$ cat src/rtl/sweep_if.sv
// Handshake bundle between the sweep controller, its requester and the
// up/down counter it drives.
interface sweep_if #(
  parameter int N = 4,
  parameter int S = 8
);
  logic         start;
  logic         stop;
  logic [1:0]   mode;
  logic [N-1:0] lo_val;
  logic [N-1:0] hi_val;
  logic [S-1:0] num_legs;
  logic [N-1:0] q;
  logic         en_b;
  logic         load_b;
  logic         up;
  logic [N-1:0] load_in;
  logic         busy;
  logic         done;
  logic         aborted;
  logic         err;
  logic [S-1:0] legs_done;

  modport master (
    output start, stop, mode, lo_val, hi_val, num_legs, q,
    input  en_b, load_b, up, load_in, busy, done, aborted, err, legs_done
  );

  modport slave (
    input  start, stop, mode, lo_val, hi_val, num_legs, q,
    output en_b, load_b, up, load_in, busy, done, aborted, err, legs_done
  );
endinterface

$ cat src/rtl/sweep_ctrl.sv
// Sequences bounded up, down or ping-pong sweeps on an external up/down
// counter by driving its load/enable/direction and watching its q output.
module sweep_ctrl #(
  parameter int N = 4,
  parameter int S = 8
) (
  input  logic    clk,
  input  logic    rst,
  sweep_if.slave  bus
);

  typedef enum logic [2:0] {
    IDLE = 3'd0,
    LOAD = 3'd1,
    RUN  = 3'd2,
    TURN = 3'd3,
    FIN  = 3'd4
  } state_t;

  localparam logic [1:0] MODE_UP   = 2'b00;
  localparam logic [1:0] MODE_DOWN = 2'b01;
  localparam logic [1:0] MODE_PP   = 2'b10;
  localparam logic [1:0] MODE_RSV  = 2'b11;

  state_t       state_q, state_d;
  logic [1:0]   mode_q, mode_d;
  logic [N-1:0] lo_q, lo_d;
  logic [N-1:0] hi_q, hi_d;
  logic [S-1:0] num_q, num_d;
  logic [S-1:0] legs_q, legs_d;
  logic         up_q, up_d;
  logic [N-1:0] load_in_q, load_in_d;
  logic         busy_q, busy_d;
  logic         done_q, done_d;
  logic         aborted_q, aborted_d;
  logic         err_q, err_d;
  logic         fresh_q, fresh_d;

  logic [N-1:0] end_val;
  logic         guard;
  logic         at_end;
  logic         stop_act;
  logic         cfg_bad;
  logic         last_leg;
  logic [S-1:0] legs_inc;

  // Leg-end detection; q is stale for one cycle after a turn, except when
  // lo==hi where the stale value is also the genuine new end.
  always_comb begin
    end_val  = up_q ? hi_q : lo_q;
    guard    = fresh_q && (lo_q != hi_q);
    at_end   = (state_q == RUN) && !guard && (bus.q == end_val);
    stop_act = bus.stop && ((state_q == LOAD) || (state_q == RUN) || (state_q == TURN));
    cfg_bad  = (bus.lo_val > bus.hi_val) || (bus.mode == MODE_RSV);
    legs_inc = (legs_q == {S{1'b1}}) ? legs_q : legs_q + 1'b1;
    last_leg = (mode_q != MODE_PP) ||
               ((num_q != {S{1'b0}}) && (legs_inc == num_q));
  end

  assign bus.en_b      = !((state_q == RUN) && !bus.stop && !at_end);
  assign bus.load_b    = (state_q != LOAD);
  assign bus.up        = up_q;
  assign bus.load_in   = load_in_q;
  assign bus.busy      = busy_q;
  assign bus.done      = done_q;
  assign bus.aborted   = aborted_q;
  assign bus.err       = err_q;
  assign bus.legs_done = legs_q;

  always_comb begin
    state_d   = state_q;
    mode_d    = mode_q;
    lo_d      = lo_q;
    hi_d      = hi_q;
    num_d     = num_q;
    legs_d    = legs_q;
    up_d      = up_q;
    load_in_d = load_in_q;
    done_d    = 1'b0;
    aborted_d = aborted_q;
    err_d     = err_q;
    fresh_d   = 1'b0;

    case (state_q)
      IDLE: begin
        if (bus.start) begin
          mode_d    = bus.mode;
          lo_d      = bus.lo_val;
          hi_d      = bus.hi_val;
          num_d     = bus.num_legs;
          aborted_d = 1'b0;
          if (cfg_bad) begin
            state_d = FIN;
            err_d   = 1'b1;
            done_d  = 1'b1;
          end else begin
            state_d   = LOAD;
            err_d     = 1'b0;
            legs_d    = '0;
            up_d      = (bus.mode != MODE_DOWN);
            load_in_d = (bus.mode == MODE_DOWN) ? bus.hi_val : bus.lo_val;
          end
        end
      end
      LOAD: begin
        if (stop_act) begin
          state_d   = FIN;
          aborted_d = 1'b1;
          done_d    = 1'b1;
        end else begin
          state_d = RUN;
        end
      end
      RUN: begin
        if (stop_act) begin
          state_d   = FIN;
          aborted_d = 1'b1;
          done_d    = 1'b1;
        end else if (at_end) begin
          legs_d = legs_inc;
          if (last_leg) begin
            state_d = FIN;
            done_d  = 1'b1;
          end else begin
            state_d = TURN;
            up_d    = !up_q;
          end
        end
      end
      TURN: begin
        if (stop_act) begin
          state_d   = FIN;
          aborted_d = 1'b1;
          done_d    = 1'b1;
        end else begin
          state_d = RUN;
          fresh_d = 1'b1;
        end
      end
      FIN:     state_d = IDLE;
      default: state_d = IDLE;
    endcase

    busy_d = (state_d != IDLE);
  end

  always_ff @(posedge clk) begin
    if (rst) begin
      state_q   <= IDLE;
      mode_q    <= '0;
      lo_q      <= '0;
      hi_q      <= '0;
      num_q     <= '0;
      legs_q    <= '0;
      up_q      <= 1'b1;
      load_in_q <= '0;
      busy_q    <= 1'b0;
      done_q    <= 1'b0;
      aborted_q <= 1'b0;
      err_q     <= 1'b0;
      fresh_q   <= 1'b0;
    end else begin
      state_q   <= state_d;
      mode_q    <= mode_d;
      lo_q      <= lo_d;
      hi_q      <= hi_d;
      num_q     <= num_d;
      legs_q    <= legs_d;
      up_q      <= up_d;
      load_in_q <= load_in_d;
      busy_q    <= busy_d;
      done_q    <= done_d;
      aborted_q <= aborted_d;
      err_q     <= err_d;
      fresh_q   <= fresh_d;
    end
  end

endmodule

$ cat src/flat_wrapper.sv
// flat-port wrapper written by rule: the top's interface ports become plain ports
module sweep_ctrl_flat 
#(
  parameter int N = 4,
  parameter int S = 8
)
  (clk, rst, bus_start, bus_stop, bus_mode, bus_lo_val, bus_hi_val, bus_num_legs, bus_q, bus_en_b, bus_load_b, bus_up, bus_load_in, bus_busy, bus_done, bus_aborted, bus_err, bus_legs_done);
  sweep_if #(.N(N), .S(S)) bus_i ();
  input  logic clk;
  input  logic rst;
  input wire logic [$bits(bus_i.start)-1:0] bus_start;
  input wire logic [$bits(bus_i.stop)-1:0] bus_stop;
  input wire logic [$bits(bus_i.mode)-1:0] bus_mode;
  input wire logic [$bits(bus_i.lo_val)-1:0] bus_lo_val;
  input wire logic [$bits(bus_i.hi_val)-1:0] bus_hi_val;
  input wire logic [$bits(bus_i.num_legs)-1:0] bus_num_legs;
  input wire logic [$bits(bus_i.q)-1:0] bus_q;
  output wire logic [$bits(bus_i.en_b)-1:0] bus_en_b;
  output wire logic [$bits(bus_i.load_b)-1:0] bus_load_b;
  output wire logic [$bits(bus_i.up)-1:0] bus_up;
  output wire logic [$bits(bus_i.load_in)-1:0] bus_load_in;
  output wire logic [$bits(bus_i.busy)-1:0] bus_busy;
  output wire logic [$bits(bus_i.done)-1:0] bus_done;
  output wire logic [$bits(bus_i.aborted)-1:0] bus_aborted;
  output wire logic [$bits(bus_i.err)-1:0] bus_err;
  output wire logic [$bits(bus_i.legs_done)-1:0] bus_legs_done;
  assign bus_i.start = bus_start;
  assign bus_i.stop = bus_stop;
  assign bus_i.mode = bus_mode;
  assign bus_i.lo_val = bus_lo_val;
  assign bus_i.hi_val = bus_hi_val;
  assign bus_i.num_legs = bus_num_legs;
  assign bus_i.q = bus_q;
  assign bus_en_b = bus_i.en_b;
  assign bus_load_b = bus_i.load_b;
  assign bus_up = bus_i.up;
  assign bus_load_in = bus_i.load_in;
  assign bus_busy = bus_i.busy;
  assign bus_done = bus_i.done;
  assign bus_aborted = bus_i.aborted;
  assign bus_err = bus_i.err;
  assign bus_legs_done = bus_i.legs_done;
  sweep_ctrl #(.N(N), .S(S)) u_core (.clk(clk), .rst(rst), .bus(bus_i));
endmodule
$ cat config.mk
export PLATFORM = sky130hd
export DESIGN_NAME = sweep_ctrl_flat
export DESIGN_NICKNAME = d
export VERILOG_FILES = /design/src/rtl/sweep_if.sv /design/src/rtl/sweep_ctrl.sv /design/src/flat_wrapper.sv
export SDC_FILE = /design/constraint.sdc
export NUM_CORES = 1
export LEC_CHECK = 0
export CORE_ASPECT_RATIO = 1.5
export CORE_MARGIN = 5
export CORE_UTILIZATION = 25
export CTS_CLUSTER_DIAMETER = 100
export DETAILED_ROUTE_END_ITERATION = 6
export PLACE_DENSITY = 0.51
export SYNTH_ARGS = -nofsm -noshare
export SYNTH_HDL_FRONTEND = slang
export SYNTH_SLANG_ARGS = --single-unit
export TNS_END_PERCENT = 30
$ cat constraint.sdc
create_clock -name clk -period 2.7 [get_ports clk]
set_input_delay 0.675 -clock clk [delete_from_list [all_inputs] [get_ports clk]]
set_output_delay 0.675 -clock clk [all_outputs]
set_load 0.005 [all_outputs]
**Word level (Yosys, flattened, before mapping)**

Cells that the tools add are included.

- Register bits after elaboration: 39
- Input bits: 26
- Output and inout port bits: 19
- Word-level logic and storage cells: 96

- Add/sub/neg operators: 1
- Order comparisons: 1
- Eq/ne operators: 18
- Multiplexer cells: 32
- Bitwise gates (word level): 2
- Reduce and logical (&&, ||, !) cells: 29

Operator list:

| operator | number |
|---|---|
| $mux W8 | 5 |
| $mux W3 | 6 |
| $pmux W8 S2 | 1 |
| $mux W1 | 14 |
| $ne A2 B2 Y1 const B | 5 |
| $pmux W3 S3 | 1 |
| $add A8 B1 Y8 const B | 1 |
| $eq A8 B8 Y1 | 1 |
| $eq A8 B8 Y1 const B | 1 |
| $mux W4 | 2 |
| $reduce_bool A8 Y1 | 1 |
| $logic_and A1 B1 Y1 | 7 |
| $eq A3 B2 Y1 const B | 2 |
| $ne A2 B1 Y1 const B | 3 |
| $reduce_and A3 Y1 | 2 |
| $reduce_and A6 Y1 | 1 |
| $logic_not A1 Y1 | 5 |
| $reduce_and A5 Y1 | 1 |
| $eq A4 B4 Y1 | 1 |
| $gt A4 B4 Y1 | 1 |
| $logic_or A1 B1 Y1 | 4 |
| $ne A4 B4 Y1 | 1 |
| $pmux W1 S2 | 2 |
| $reduce_bool A2 Y1 | 2 |
| other kinds (11) | 13 |

**Depth between registers and ports, before layout**

Gate-level depths: netlist of the first run.

- Depth in word-level cells: 10
- Gate-level depth with buffers: 11
- Mapped depth without buffers: 10

**Least setup slack after synthesis of the first run**

No wires, ideal clock.

- Path kind: input port to flip-flop
- Start: input bus_hi_val[1]
- End: register u_core.legs_q[0], in the netlist u_core.bus.legs_done[0]
- Library setup time: 0.070 ns
- Arrival time: 2.713 ns
- Data required time: 2.630 ns
- Setup slack: -0.083 ns
- Stages: 10
- Buffers on the path: 0
- Path through: inv_1 ha_1 nor2b_1 o21a_1 o21a_1 o21ai_0 nand3_1 a211o_4 or4_1 a21oi_1

- Cells in the longest elaborated chain, start to end: 4

Ends and longest elaborated chain:

| what | line | text |
|---|---|---|
| from (decl) | flat_wrapper.sv:15 | `input wire logic [$bits(bus_i.hi_val)-1:0] bus_hi_val;` |
| $gt A4 B4 Y1 | sweep_ctrl.sv:54 | `cfg_bad = (bus.lo_val > bus.hi_val) \|\| (bus.mode == MODE_RSV);` |
| $logic_or A1 B1 Y1 | sweep_ctrl.sv:54 |  |
| $ne A2 B2 Y1 (no source line) | - |  |
| $reduce_and A5 Y1 (no source line) | - |  |
| to (signal assigned) | sweep_ctrl.sv:168 | `legs_q <= legs_d;` |
| to (decl) | sweep_ctrl.sv:30 | `logic [S-1:0] legs_q, legs_d;` |

Every way passes these cells.
A chain may end at the register's enable or synchronous reset.

**Final worst setup path of the first run**

- Start: register u_core.lo_q[1]
- End: register u_core.legs_q[0], in the netlist u_core.bus.legs_done[0]

- Cells in the longest elaborated chain, start to end: 7
- Elaborated cells on any way between the ends: 9
- Those cells by class: 3 x eq/ne; 1 x mux; 5 x reduce/logical

Ends and longest elaborated chain:

| what | line | text |
|---|---|---|
| from (decl) | sweep_ctrl.sv:27 | `logic [N-1:0] lo_q, lo_d;` |
| from (signal assigned) | sweep_ctrl.sv:165 | `lo_q <= lo_d;` |
| $ne A4 B4 Y1 | sweep_ctrl.sv:51 | `guard = fresh_q && (lo_q != hi_q);` |
| $logic_and A1 B1 Y1 | sweep_ctrl.sv:51 |  |
| $logic_not A1 Y1 | sweep_ctrl.sv:52 | `at_end = (state_q == RUN) && !guard && (bus.q == end_val);` |
| $logic_and A1 B1 Y1 | sweep_ctrl.sv:52 |  |
| $logic_and A1 B1 Y1 (*) | sweep_ctrl.sv:52 |  |
| $ne A2 B1 Y1 (no source line) (*) | - |  |
| $reduce_and A5 Y1 (no source line) (*) | - |  |

Mark *: on every way between the ends. The rest lies on a longest branch, timed or not.

==> impl_metrics.json, run 1 <==
{
  "placed_area_sq_um": 2950,
  "routedWlPerCell_um": 14.4,
  "synth_seq_cells": 39,
  "tritoncts": "yes",
  "fin_crit_ns": 2.72,
  "power_leakage_nw": 1.31,
  "path_cells": "xor2_2 -> o41ai_2 -> nand3_1 -> or4_4 -> buf_6 -> nand2b_4 -> a211o_4 -> or4_4 -> a21oi_2",
  "critPathKind": "reg -> reg",
  "path_max_fanout": 2,
  "ys_seq_area_share_pct": 36.3,
  "crit_family": "simple AND/OR/NAND/NOR gates",
  "switching_share_pct": 26.3,
  "synthCells": 273,
  "cts_num_sinks": 39,
  "antenna_found_initial": 0,
  "synth_nets": 304,
  "drive_above_1_share_pct": 21.7,
  "drc": 0,
  "r2r_cells": 9,
  "root_buffer": "clkbuf_16",
  "finalSetupTns_ns": -0.0229,
  "slowest_delay_ns": 0.48,
  "pwr-share-comb_pct": 20.4,
  "p_sw_uw": 418,
  "grt-ovfl-total": 0,
  "first_global_vias": 2258,
  "post-place-ws_ns": -0.603,
  "grt_max_degree": 34,
  "syn_area_sq_um": 2150,
  "drv_slew": 0,
  "dr.pass1.iters": 4,
  "grt_pass1_wl_mm": 10.7,
  "crit_top_cell": "or4_4",
  "vias_per_cell": 4.81,
  "startpoint_type": "register",
  "dieWidth_um": 85.7,
  "hold_viol": 0,
  "h-tree-depth": 2,
  "arrival_ns": 2.93,
  "avgSynthCellArea_sq_um": 7.87,
  "maxCapViolations": 0,
  "insertedDiodeCount": 0,
  "clock_latency_ns": 0.28,
  "setup_viol": 2,
  "r2r_start": "u_core.lo_q[1]$_SDFFE_PP0P_",
  "ys_async_sr_fraction_pct": 0,
  "tightest_slew_ns": 0.633,
  "dpl.hpwl_mm": 4.95,
  "synth_edf_count": 0,
  "vdd.ir_drop.worst_mv": 0.239,
  "clk_pin_slew_ns": 0.06,
  "dieArea_sq_um": 10600,
  "antenna_left": 0,
  "internal-power_mw": 1.17,
  "slew_headroom_pct": 57.7,
  "period_share_pct": 101,
  "ys.flop_type": "dfxtp_1",
  "initial_core_util_pct": 25.6,
  "drt-initial-drc-count": 73,
  "io_buffers": 44,
  "r2r-end": "u_core.bus.legs_done[0]$_SDFFE_PP0P_",
  "regToRegSetupSlack_ns": -0.02,
  "min-delay-start": "u_core.mode_q[0]$_SDFFE_PP0P_",
  "rsz0062_at_grt": "true",
  "dp.cells": 447,
  "hold_end": "u_core.mode_q[0]$_SDFFE_PP0P_",
  "fin_cells": 458,
  "placementRows": 41,
  "ctsHoldBuffers": 0,
  "final_util_pct": 38.3,
  "crit_path_end_kind": "register",
  "violations": "negative setup slack",
  "dr_total_vias": 2201,
  "final_area_sq_um": 3230,
  "yosysWarningCount": 0,
  "power.density_nw_per_um2": 493,
  "crit_buf_inv": 1,
  "layout_setup_ws_ns": -0.0155,
  "ios": 45,
  "ys_types": 44,
  "required_ns": 2.92,
  "area_growth_pct": 50.1,
  "place_congestion": 0.810,
  "hold_path_class": "reg -> reg",
  "finClkSkew_ns": 0.00536,
  "fp.coreArea_sq_um": 8410,
  "status": "complete, but fails checks",
  "track_usage_pct": 13.0,
  "fin_nets": 381,
  "max_freq_mhz": 368,
  "whs_path_depth": 2,
  "p_seq_share_pct": 40.2,
  "wirelength_mm": 6.60,
  "numCtsBuffers": 5,
  "ctsLongestPathBuffers": 2,
  "clockPowerShare_pct": 39.3,
  "cp_slowest_cell": "or4_4",
  "die_height_um": 124
}
==> worst max-delay path by stage <==
stage / end / cells past startpoint / startpoint
after global routing: u_core.bus.legs_done[0]$_SDFFE_PP0P_ / 9 / bus_hi_val[3]
after global placement: u_core.bus.legs_done[0]$_SDFFE_PP0P_ / 11 / bus_hi_val[1]
after floorplan: u_core.bus.legs_done[0]$_SDFFE_PP0P_ / 10 / bus_hi_val[1]
after CTS: u_core.bus.legs_done[0]$_SDFFE_PP0P_ / 9 / u_core.lo_q[2]$_SDFFE_PP0P_
final: u_core.bus.legs_done[0]$_SDFFE_PP0P_ / 9 / u_core.lo_q[1]$_SDFFE_PP0P_
after detailed placement: u_core.bus.legs_done[0]$_SDFFE_PP0P_ / 11 / bus_hi_val[1]
==> power by group through the flow <==
stage / Clock (mW) / Sequential, mW / Combinational (mW)
after CTS: 0.642 / 0.639 / 0.316
after global routing: 0.662 / 0.646 / 0.361
after floorplan: 0 / 0.649 / 0.156
after global placement: 0 / 0.651 / 0.311
final: 0.626 / 0.640 / 0.325
after detailed placement: 0 / 0.651 / 0.312
==> registers in the layout (all words and copies together) (netlist names) <==
signal                cells
u_core.bus.legs_done      8
u_core.bus.done           1
u_core.bus.busy           1
u_core.hi_q               4
u_core.bus.err            1
u_core.num_q              8
u_core.bus.load_in        4
u_core.fresh_q            1
u_core.lo_q               4
u_core.bus.aborted        1
u_core.state_q            3
u_core.mode_q             2
u_core.bus.up             1
==> metal layers <==
| metal | part of all wire [%] | track usage [%] | vias to the layer above | routed length [um] |
|---|---|---|---|---|
| met5 | 0 | 0 | - | 0 |
| met4 | 3.9 | 7.43 | 0 | 259 |
| met3 | 3.1 | 2.40 | 13 | 202 |
| met2 | 53 | 23.8 | 35 | 3500 |
| met1 | 40 | 13.8 | 1039 | 2630 |
| li1 | - | - | 1114 | - |
==> cells in the final DEF (no fill, tap or decap), types with 4 or more instances in the layout <==
master and instances:
clkbuf_16 5, xnor2_1 5, clkdlybuf4s50_1 33, nand2_1 47
dfxtp_1 35, xor2_1 10, a211oi_1 8, dlygate4sd2_1 7
nand4_1 6, buf_4 40, mux2i_1 7, a21oi_1 33
nor2_1 18, o21ai_0 4, inv_1 7, nor3_1 8
nand3_1 8, o21a_1 4
==> repair_timing <==
action | 4_1_cts | 5_1_grt
pin swaps | 10 | 12
endpoints found under the setup margin | 11 | 5
setup buffers | 1 | 2
gates resized for setup | 21 | 16
gates cloned | 0 | 0
==> cell usage after synthesis (2+ instances only) <==
library cell | n | share of area (%)
nor2b_1 | 3 | 0.87
and4_1 | 2 | 0.82
a31oi_1 | 3 | 0.87
nand4_1 | 6 | 1.7
nor3_1 | 8 | 1.9
mux2i_1 | 9 | 4.2
and2_1 | 3 | 0.87
and3_1 | 3 | 0.87
nand2_1 | 47 | 8.2
or4_1 | 2 | 0.70
xnor2_1 | 5 | 2.0
nor4_1 | 2 | 0.58
a21oi_1 | 34 | 7.9
dfxtp_1 | 39 | 36
o21ai_0 | 6 | 1.4
nand3_1 | 10 | 2.3
xor2_1 | 11 | 4.5
clkbuf_1 | 13 | 2.3
nor2_1 | 18 | 3.1
inv_1 | 8 | 1.4
o22ai_1 | 2 | 0.58
ha_1 | 5 | 2.9
o21bai_1 | 2 | 0.70
o21a_1 | 4 | 1.4
a211oi_1 | 9 | 3.1
==> stage by stage <==
stage / hold WS [ns] / total power [mW]
floorplan: 0.436 / 0.805
global placement: 0.448 / 0.961
detailed placement: 0.447 / 0.963
CTS: 0.456 / 1.60
global route: 0.499 / 1.67
finish: 0.453 / 1.59
==> area by class of cell <==
class / count / area, sq um
inverters: 8 / 30.0
multi-input cells: 211 / 1370
clock buffers: 7 / 153
clock inverters: 1 / 7.51
repair buffers: 85 / 743
flip-flops and latches: 39 / 788
fillers: 907 / 5190
well taps: 107 / 134
==> worst reg2reg max path: cells and delay by family (launching register included) <==
kind                   cells  cell delay, ns
AND/OR/NAND/NOR            4            1.18
AO/OA/AOI/OAI              3            0.82
XOR/XNOR                   1            0.18
buffers and inverters      1            0.14
flip-flops                 1            0.33
==> kinds of logic (layout without fill, tap and decap cells) <==
| group | Yosys count | count (layout) | synth area share, % |
|---|---|---|---|
| adders and majority gates | 5 | 5 | 2.91 |
| AOI/OAI and AO/OA | 70 | 70 | 20.8 |
| and+or+nand+nor | 110 | 110 | 24.3 |
| buffers and inverters | 23 | 101 | 4.42 |
| DFF | 39 | 39 | 36.3 |
| xor gates and xnor gates | 16 | 16 | 6.52 |
| muxes | 10 | 10 | 4.71 |
Note: power is estimated with default switching activity, not from simulation.
==> inputs of run 2 (changes only) <==
==> constraint.sdc (replaced) <==
create_clock -name clk -period 2.7 [get_ports clk]
set_input_delay 0.27 -clock clk [delete_from_list [all_inputs] [get_ports clk]]
set_output_delay 0.27 -clock clk [all_outputs]
set_load 0.005 [all_outputs]
==> impl_metrics.json, run 2 (synthesis results as in run 1) <==
{
  "track_usage_pct": 12.8,
  "period_share_pct": 95.2,
  "finalPower_mw": 1.52,
  "mostFrequentLayoutCell": "nand2_1",
  "dpl.hpwl_mm": 4.99,
  "dr_total_vias": 2174,
  "dieWidth_um": 85.7,
  "layout_setup_ws_ns": 0.131,
  "insertedDiodeCount": 0,
  "first_global_vias": 2116,
  "power.density_nw_per_um2": 493,
  "dieArea_sq_um": 10600,
  "grt_pass1_wl_mm": 10.7,
  "fillers": 932,
  "hold_path_class": "reg -> reg",
  "numCtsBuffers": 5,
  "final_util_pct": 36.5,
  "clock_latency_ns": 0.28,
  "arrival_ns": 2.78,
  "cts_num_sinks": 39,
  "drv_slew": 0,
  "crit_path_end_kind": "register",
  "antenna_found_initial": 0,
  "critPathKind": "in -> reg",
  "final_cell_mix": "nand2_1, clkdlybuf4s50_1, dfxtp_1, a21oi_1, buf_4",
  "grt-ovfl-total": 0,
  "ctsHoldBuffers": 0,
  "slew_headroom_pct": 58.1,
  "crit_family": "compound AO/OA/AOI/OAI gates",
  "startpoint_type": "input port",
  "die_height_um": 124,
  "final_area_sq_um": 3070,
  "fin_nets": 370,
  "slowest_delay_ns": 0.54,
  "wirelength_mm": 6.61,
  "required_ns": 2.91,
  "io_buffers": 44,
  "maxCapViolations": 0,
  "grt_max_degree": 34,
  "path_cells": "clkdlybuf4s50_1 -> ha_4 -> nor2b_1 -> o21a_1 -> o21a_1 -> o21ai_1 -> buf_4 -> nand3_2 -> a211o_4 -> or4_4 -> a21oi_2",
  "place_congestion": 0.813,
  "vdd.ir_drop.worst_mv": 0.330,
  "placementRows": 41,
  "drive_above_1_share_pct": 15.3,
  "cp_slowest_cell": "clkdlybuf4s50_1",
  "ios": 45,
  "vias_per_cell": 4.86,
  "setup_viol": 0,
  "h-tree-depth": 2,
  "fp.coreArea_sq_um": 8410,
  "max_freq_mhz": 389,
  "area_growth_pct": 43.0,
  "crit_buf_inv": 2,
  "antenna_left": 0,
  "ctsLongestPathBuffers": 2,
  "root_buffer": "clkbuf_16",
  "routedWlPerCell_um": 14.8,
  "initial_core_util_pct": 25.6,
  "clk_pin_slew_ns": 0.06,
  "path_max_fanout": 2,
  "drt-initial-drc-count": 69,
  "placed_area_sq_um": 2890,
  "tightest_slew_ns": 0.627,
  "power_leakage_nw": 1.22,
  "status": "completed",
  "drc": 0,
  "hold_viol": 0,
  "tritoncts": "yes",
  "crit_top_cell": "o21a_1",
  "dr.pass1.iters": 4,
  "finClkSkew_ns": 0.00270,
  "fin_crit_ns": 2.57,
  "cts_setup_buffers": 0,
  "post-place-ws_ns": -0.279
}
-- run 2: power breakdown --
part           leakage [nW]  internal (mW)  switching, mW
Clock                0.0679          0.342          0.226
Combinational         0.832          0.160          0.148
Sequential            0.318          0.612         0.0288
-- run 2: worst min-delay path: stages (launching register included) --
cell     delay [ns]
dfxtp_1        0.31
nand2_1        0.06
a21oi_1        0.05
-- run 2: worst paths after layout --
| path | depth (start not counted) | startpoint | to | slack, ns |
|---|---|---|---|---|
| setup reg to reg | 9 | u_core.bus.legs_done[0]$_SDFFE_PP0P_ | u_core.bus.up$_SDFFE_PP1P_ | 0.15 |
| hold reg to reg | 2 | u_core.mode_q[0]$_SDFFE_PP0P_ | u_core.mode_q[0]$_SDFFE_PP0P_ | 0.47 |
| hold / removal | 2 | u_core.mode_q[0]$_SDFFE_PP0P_ | u_core.mode_q[0]$_SDFFE_PP0P_ | 0.47 |
| setup / recovery | 11 | bus_lo_val[1] | u_core.bus.legs_done[0]$_SDFFE_PP0P_ | 0.13 |
-- run 2: through the flow --
step,hold slack [ns],std cells,setup TNS [ns]
after detailed placement,0.466,439,-1.03
after global routing,0.500,447,-0.0162
after floorplan,0.406,273,0
after global placement,0.452,439,-0.644
final,0.473,447,0
after CTS,0.475,447,0
-- run 2: cell type report --
type / count / area (sq um) / share of cell area (%)
inverter: 8 / 30.0 / 0.977
multi-input combinational: 211 / 1330 / 43.1
clock buffer: 7 / 133 / 4.31
timing repair buffer: 74 / 664 / 21.6
clock inverter: 1 / 5.00 / 0.163
sequential: 39 / 782 / 25.4
tap: 107 / 134 / 4.35
-- run 2: what timing repair did --
action	4_1_cts	5_1_grt
gates resized for setup	3	10
pin swaps	0	4
endpoints found under the setup margin	1	3
gates cloned	0	0
-- run 2: routing by layer --
layer / track usage, % / share of wire (%) / wire length (um)
met1: 14.4 / 40 / 2650
met2: 24.2 / 55 / 3650
met3: 1.93 / 3.3 / 220
met4: 4.36 / 1.3 / 88
met5: 0 / 0 / 0
